File: src/rtl/mem_port_arbiter.sv
// Arbitrates one single-port, fixed-latency memory between the fetch port and the
// load/store port; returns read data/acks to the owner and stalls the core meanwhile.
module mem_port_arbiter #(
  parameter int ADDR_W    = 32,
  parameter int DATA_W    = 32,
  parameter int MEM_LAT   = 1,
  parameter int DATA_PRIO = 1
) (
  input  logic                clk,
  input  logic                rst,
  input  logic                if_req,
  input  logic [ADDR_W-1:0]   if_addr,
  output logic                if_gnt,
  output logic                if_rvalid,
  output logic [DATA_W-1:0]   if_rdata,
  input  logic                d_req,
  input  logic                d_we,
  input  logic [DATA_W/8-1:0] d_be,
  input  logic [ADDR_W-1:0]   d_addr,
  input  logic [DATA_W-1:0]   d_wdata,
  output logic                d_gnt,
  output logic                d_rvalid,
  output logic [DATA_W-1:0]   d_rdata,
  output logic                mem_req,
  output logic                mem_we,
  output logic [DATA_W/8-1:0] mem_be,
  output logic [ADDR_W-1:0]   mem_addr,
  output logic [DATA_W-1:0]   mem_wdata,
  input  logic [DATA_W-1:0]   mem_rdata,
  output logic                stall
);

  if (MEM_LAT < 1 || MEM_LAT > 7) begin : g_lat_check
    $error("mem_port_arbiter: MEM_LAT must be within 1..7");
  end

  typedef enum logic {IDLE, BUSY} state_t;

  state_t     state_q, state_d;
  logic [2:0] lat_cnt_q, lat_cnt_d;
  // owner/rr_last encoding: 0 = fetch port, 1 = data port
  logic       owner_q, owner_d;
  logic       owner_we_q, owner_we_d;
  logic       rr_last_q, rr_last_d;
  logic       rsp_fire, win_ok, pick_d, grant_if, grant_d;

  always_ff @(posedge clk or negedge rst) begin
    if (!rst) begin
      state_q    <= IDLE;
      lat_cnt_q  <= '0;
      owner_q    <= 1'b0;
      owner_we_q <= 1'b0;
      rr_last_q  <= 1'b0;
    end else begin
      state_q    <= state_d;
      lat_cnt_q  <= lat_cnt_d;
      owner_q    <= owner_d;
      owner_we_q <= owner_we_d;
      rr_last_q  <= rr_last_d;
    end
  end

  always_comb begin
    rsp_fire = (state_q == BUSY) && (lat_cnt_q == 3'd0);
    // The response cycle doubles as a grant cycle so back-to-back accesses have no bubble
    win_ok   = rst && ((state_q == IDLE) || rsp_fire);
    if (if_req && d_req) pick_d = (DATA_PRIO != 0) ? 1'b1 : ~rr_last_q;
    else                 pick_d = d_req;
    grant_d  = win_ok & d_req & pick_d;
    grant_if = win_ok & if_req & ~pick_d;

    state_d    = state_q;
    lat_cnt_d  = lat_cnt_q;
    owner_d    = owner_q;
    owner_we_d = owner_we_q;
    rr_last_d  = rr_last_q;
    if (grant_if || grant_d) begin
      state_d    = BUSY;
      lat_cnt_d  = 3'(MEM_LAT - 1);
      owner_d    = grant_d;
      owner_we_d = grant_d & d_we;
      rr_last_d  = grant_d;
    end else if (rsp_fire) begin
      state_d    = IDLE;
    end else if (state_q == BUSY) begin
      lat_cnt_d  = lat_cnt_q - 3'd1;
    end
  end

  always_comb begin
    if_gnt    = grant_if;
    d_gnt     = grant_d;
    mem_req   = grant_if | grant_d;
    mem_we    = grant_d & d_we;
    mem_be    = grant_d ? d_be    : (grant_if ? '1 : '0);
    mem_addr  = grant_d ? d_addr  : (grant_if ? if_addr : '0);
    mem_wdata = grant_d ? d_wdata : '0;

    if_rvalid = rsp_fire & ~owner_q;
    d_rvalid  = rsp_fire & owner_q;
    if_rdata  = if_rvalid ? mem_rdata : '0;
    d_rdata   = (d_rvalid && !owner_we_q) ? mem_rdata : '0;

    stall = rst & ((if_req & ~if_gnt) | (d_req & ~d_gnt) |
                   ((state_q == BUSY) & (lat_cnt_q != 3'd0)));
  end

  // A waiting requester must hold its fields until granted
  a_if_hold: assert property (@(posedge clk) disable iff (!rst)
    (if_req && !if_gnt) |=> (!if_req || $stable(if_addr)));
  a_d_hold: assert property (@(posedge clk) disable iff (!rst)
    (d_req && !d_gnt) |=> (!d_req || $stable({d_we, d_be, d_addr, d_wdata})));

endmodule

File: config.mk
export PLATFORM = sky130hd
export DESIGN_NAME = mem_port_arbiter
export DESIGN_NICKNAME = d
export VERILOG_FILES = /design/src/rtl/mem_port_arbiter.sv
export SDC_FILE = /design/constraint.sdc
export NUM_CORES = 1
export LEC_CHECK = 0
export CAP_MARGIN = 20
export CORE_AREA = 2 2 107 109
export DETAILED_ROUTE_END_ITERATION = 8
export DIE_AREA = 0 0 109 111
export SYNTH_ARGS = -nofsm -noshare
export SYNTH_HDL_FRONTEND = slang
export SYNTH_SLANG_ARGS = --single-unit
File: constraint.sdc
create_clock -name clk -period 4.7 [get_ports clk]
set_clock_uncertainty 0.15 [all_clocks]
set_input_delay 1.175 -clock clk [delete_from_list [all_inputs] [get_ports clk]]
set_output_delay 1.175 -clock clk [all_outputs]
set_load 0.02 [all_outputs]
==> results of run 1 <==
## layer usage
layer | share of wire | up-vias | GRT usage
met5 | 0 | - | 0
met4 | 0.011 | 0 | 0.0239
met3 | 0.081 | 8 | 0.0376
met2 | 0.52 | 120 | 0.241
met1 | 0.39 | 1173 | 0.157
li1 | - | 1298 | -
## path summary, 6_finish.rpt
path | from | endpoint | depth (start not counted) | slack [ps]
max | d_req | mem_wdata[8] | 6 | 360
min | lat_cnt_q[0]$_DFFE_PN0P_ | lat_cnt_q[0]$_DFFE_PN0P_ | 2 | 380
max reg2reg | lat_cnt_q[0]$_DFFE_PN0P_ | lat_cnt_q[1]$_DFFE_PN0P_ | 6 | 3080
min reg2reg | lat_cnt_q[0]$_DFFE_PN0P_ | lat_cnt_q[0]$_DFFE_PN0P_ | 2 | 380
max in group asynchronous | rst | lat_cnt_q[2]$_DFFE_PN0P_ | 2 | 3120
min in group asynchronous | rst | state_q$_DFFE_PN0P_ | 2 | 1140
## through the flow
step	setup WS (ps)	hold slack (ps)	instance area, µm²
finish	360	381	4500
global route	264	432	4500
CTS	324	386	4500
detailed placement	335	381	4420
global placement	252	373	4420
floorplan	1360	364	1550
## cells in the final DEF, fill, tap and decap left out, types with 2 or more instances in the layout
master             n
nor3_4             2
a22oi_1           32
clkdlybuf4s50_1  275
a21oi_1            7
o21ai_0            2
nor2_1            39
buf_12             2
inv_1              3
and2_1            97
dfrtp_1            6
nand2_1            6
ha_1               2
clkbuf_16          3
buf_4              6
## flip-flops by register name (all words and copies together) (netlist names)
signal,count
owner_we_q,1
lat_cnt_q,3
owner_q,1
state_q,1
## power groups by stage
stage / Combinational (µW) / Sequential (µW) / Clock (µW)
after floorplan: 606 / 91.5 / 0
after global placement: 1100 / 105 / 0
after detailed placement: 1110 / 106 / 0
after CTS: 1120 / 106 / 141
after global routing: 1180 / 110 / 146
final: 1100 / 106 / 138
## area by class of cell
class | count | share of cell area
timing repair buffer | 283 | 0.631
inverter | 4 | 0.00334
clock buffer | 3 | 0.0167
tap | 143 | 0.0398
multi-input combinational | 200 | 0.276
sequential | 6 | 0.0334
## cells by family after synthesis
family | Yosys count | synth area share
AOI/OAI and AO/OA | 48 | 0.231
adders and majority gates | 2 | 0.0162
buffers and inverters | 26 | 0.103
DFF | 6 | 0.0969
muxes | 1 | 0.00646
and+or+nand+nor | 149 | 0.547
## worst max-delay path: stages
cell	delay, ps
clkdlybuf4s50_1	600
nand2_1	130
a21oi_4	150
buf_12	180
and2_1	140
clkdlybuf4s50_1	610
==> reports/metrics.yaml, run 1 <==
die:
  num_rows: 39
  coreArea_mm2: 0.0111
  dieArea_mm2: 0.0121
  die_w_um: 109
  ios: 276
  die_y_um: 111
  initial_core_util: 0.140
routing:
  wirelength_um: 8840
  drt_iter0_drc: 106
  viasPerCell: 4.07
  drtPass1Iterations: 4
  final_antenna_net_count: 0
  drc_errors: 0
  vias: 2599
  wire_per_inst_um: 13.8
final_layout:
  drive_above_1_share: 0.0363
  antennaDiodeCount: 0
  syn2layout_area_growth_pct: 190
  fillerInstances: 1133
  multiInputGateArea_mm2: 0.00124
  fin_util: 0.406
  layout.cells.non_filler: 639
  regArea_um2: 150
  nets: 637
flow_run:
  cap_viol_max_count: 0
power:
  power.density_mw_per_mm2: 299
  p_seq_frac: 0.079
  clkPwrFrac: 0.103
  combPwrFrac: 0.819
  p_sw_frac: 0.455
  vdd_ir_drop_max_uv: 124
  leakagePower_uw: 0.00169
  power_switching_uw: 612
  finalPower_uw: 1350
  intPower_uw: 734
cts:
  numCtsBuffers: 3
  cts_resized: 0
  clock_latency_ps: 230
  clk_path_buf_depth: 2
  htreeDepth: 1
  cts_setup_buffers: 0
  cts_sinks: 6
  clkTransAtPathRegs_ps: 30
  root_buffer: "clkbuf_16"
  ctsHoldBuffers: 0
  cts_tree: "done"
synthesis:
  syn_area_mm2: 0.00155
  synth-edff-count: 0
  synthCells: 232
  yosys_warnings: 0
  synthDominantCellAreaShare: 0.392
  syn_area_per_cell_um2: 6.68
  ys.flop_type: "dfrtp_1"
  ys_top_cells_by_count: "97 x and2_1, 39 x nor2_1, 32 x a22oi_1"
  async_flop_share: 1.00
  ys_ff_latch: 6
  yosysMostFrequentCell: "and2_1"
  synth.area.top_cells: "and2_1 39%, a22oi_1 16%, dfrtp_1 9.7%"
  synth_nets: 371
  ys_seq_area_frac: 0.0969
  ys_types: 28
  yosys.area.top_type: "and2_1"
setup_path:
  timing.setup.critical_path_class: "primary input to output port"
  worstPathRequired_ps: 3380
  worstPathMaxFanout: 36
  crit_path_end_kind: "output port"
  cp.arrival_ps: 3020
  worstSetupStartpointType: "primary input"
global_routing:
  grt_use_total: 0.134
  grt_pass1_vias: 2482
  antenna_found_initial: 0
  gr-total-overflow: 0
  grt_pass1_wl_um: 13000
  grt_max_degree: 38
min_path:
  hold_path_class: "register to register"
timing:
  hold_viol: 0
  max_freq_mhz: 230
  tns_ps: 0
  finalSetupViolations: 0
  worst_pin_slew_ps: 894
  finalCritPeriodShare: 0.923
  maxSlewViolCount: 0
  fin_crit_ps: 4340
  max_slew_margin: 0.402
  rsz0062_at_grt: "false"
placement:
  routabilityCongestion: 0.883
  io_buffers: 275
  dp.cells: 636
  dpl.hpwl_um: 7210
status:
  status: "finished, final reports clean"
No activity file was read; power rests on OpenSTA's default activity.
==> run 2: changes to the inputs <==
--- a/config.mk
+++ b/config.mk
@@ -5,10 +5,10 @@
 export SDC_FILE = /design/constraint.sdc
 export NUM_CORES = 1
 export LEC_CHECK = 0
-export CAP_MARGIN = 20
 export CORE_AREA = 2 2 107 109
 export DETAILED_ROUTE_END_ITERATION = 8
 export DIE_AREA = 0 0 109 111
+export SLEW_MARGIN = 25
 export SYNTH_ARGS = -nofsm -noshare
 export SYNTH_HDL_FRONTEND = slang
 export SYNTH_SLANG_ARGS = --single-unit
==> results of run 2 <==
Same layout as run 1: the final DEF is identical, and so are final timing and power.
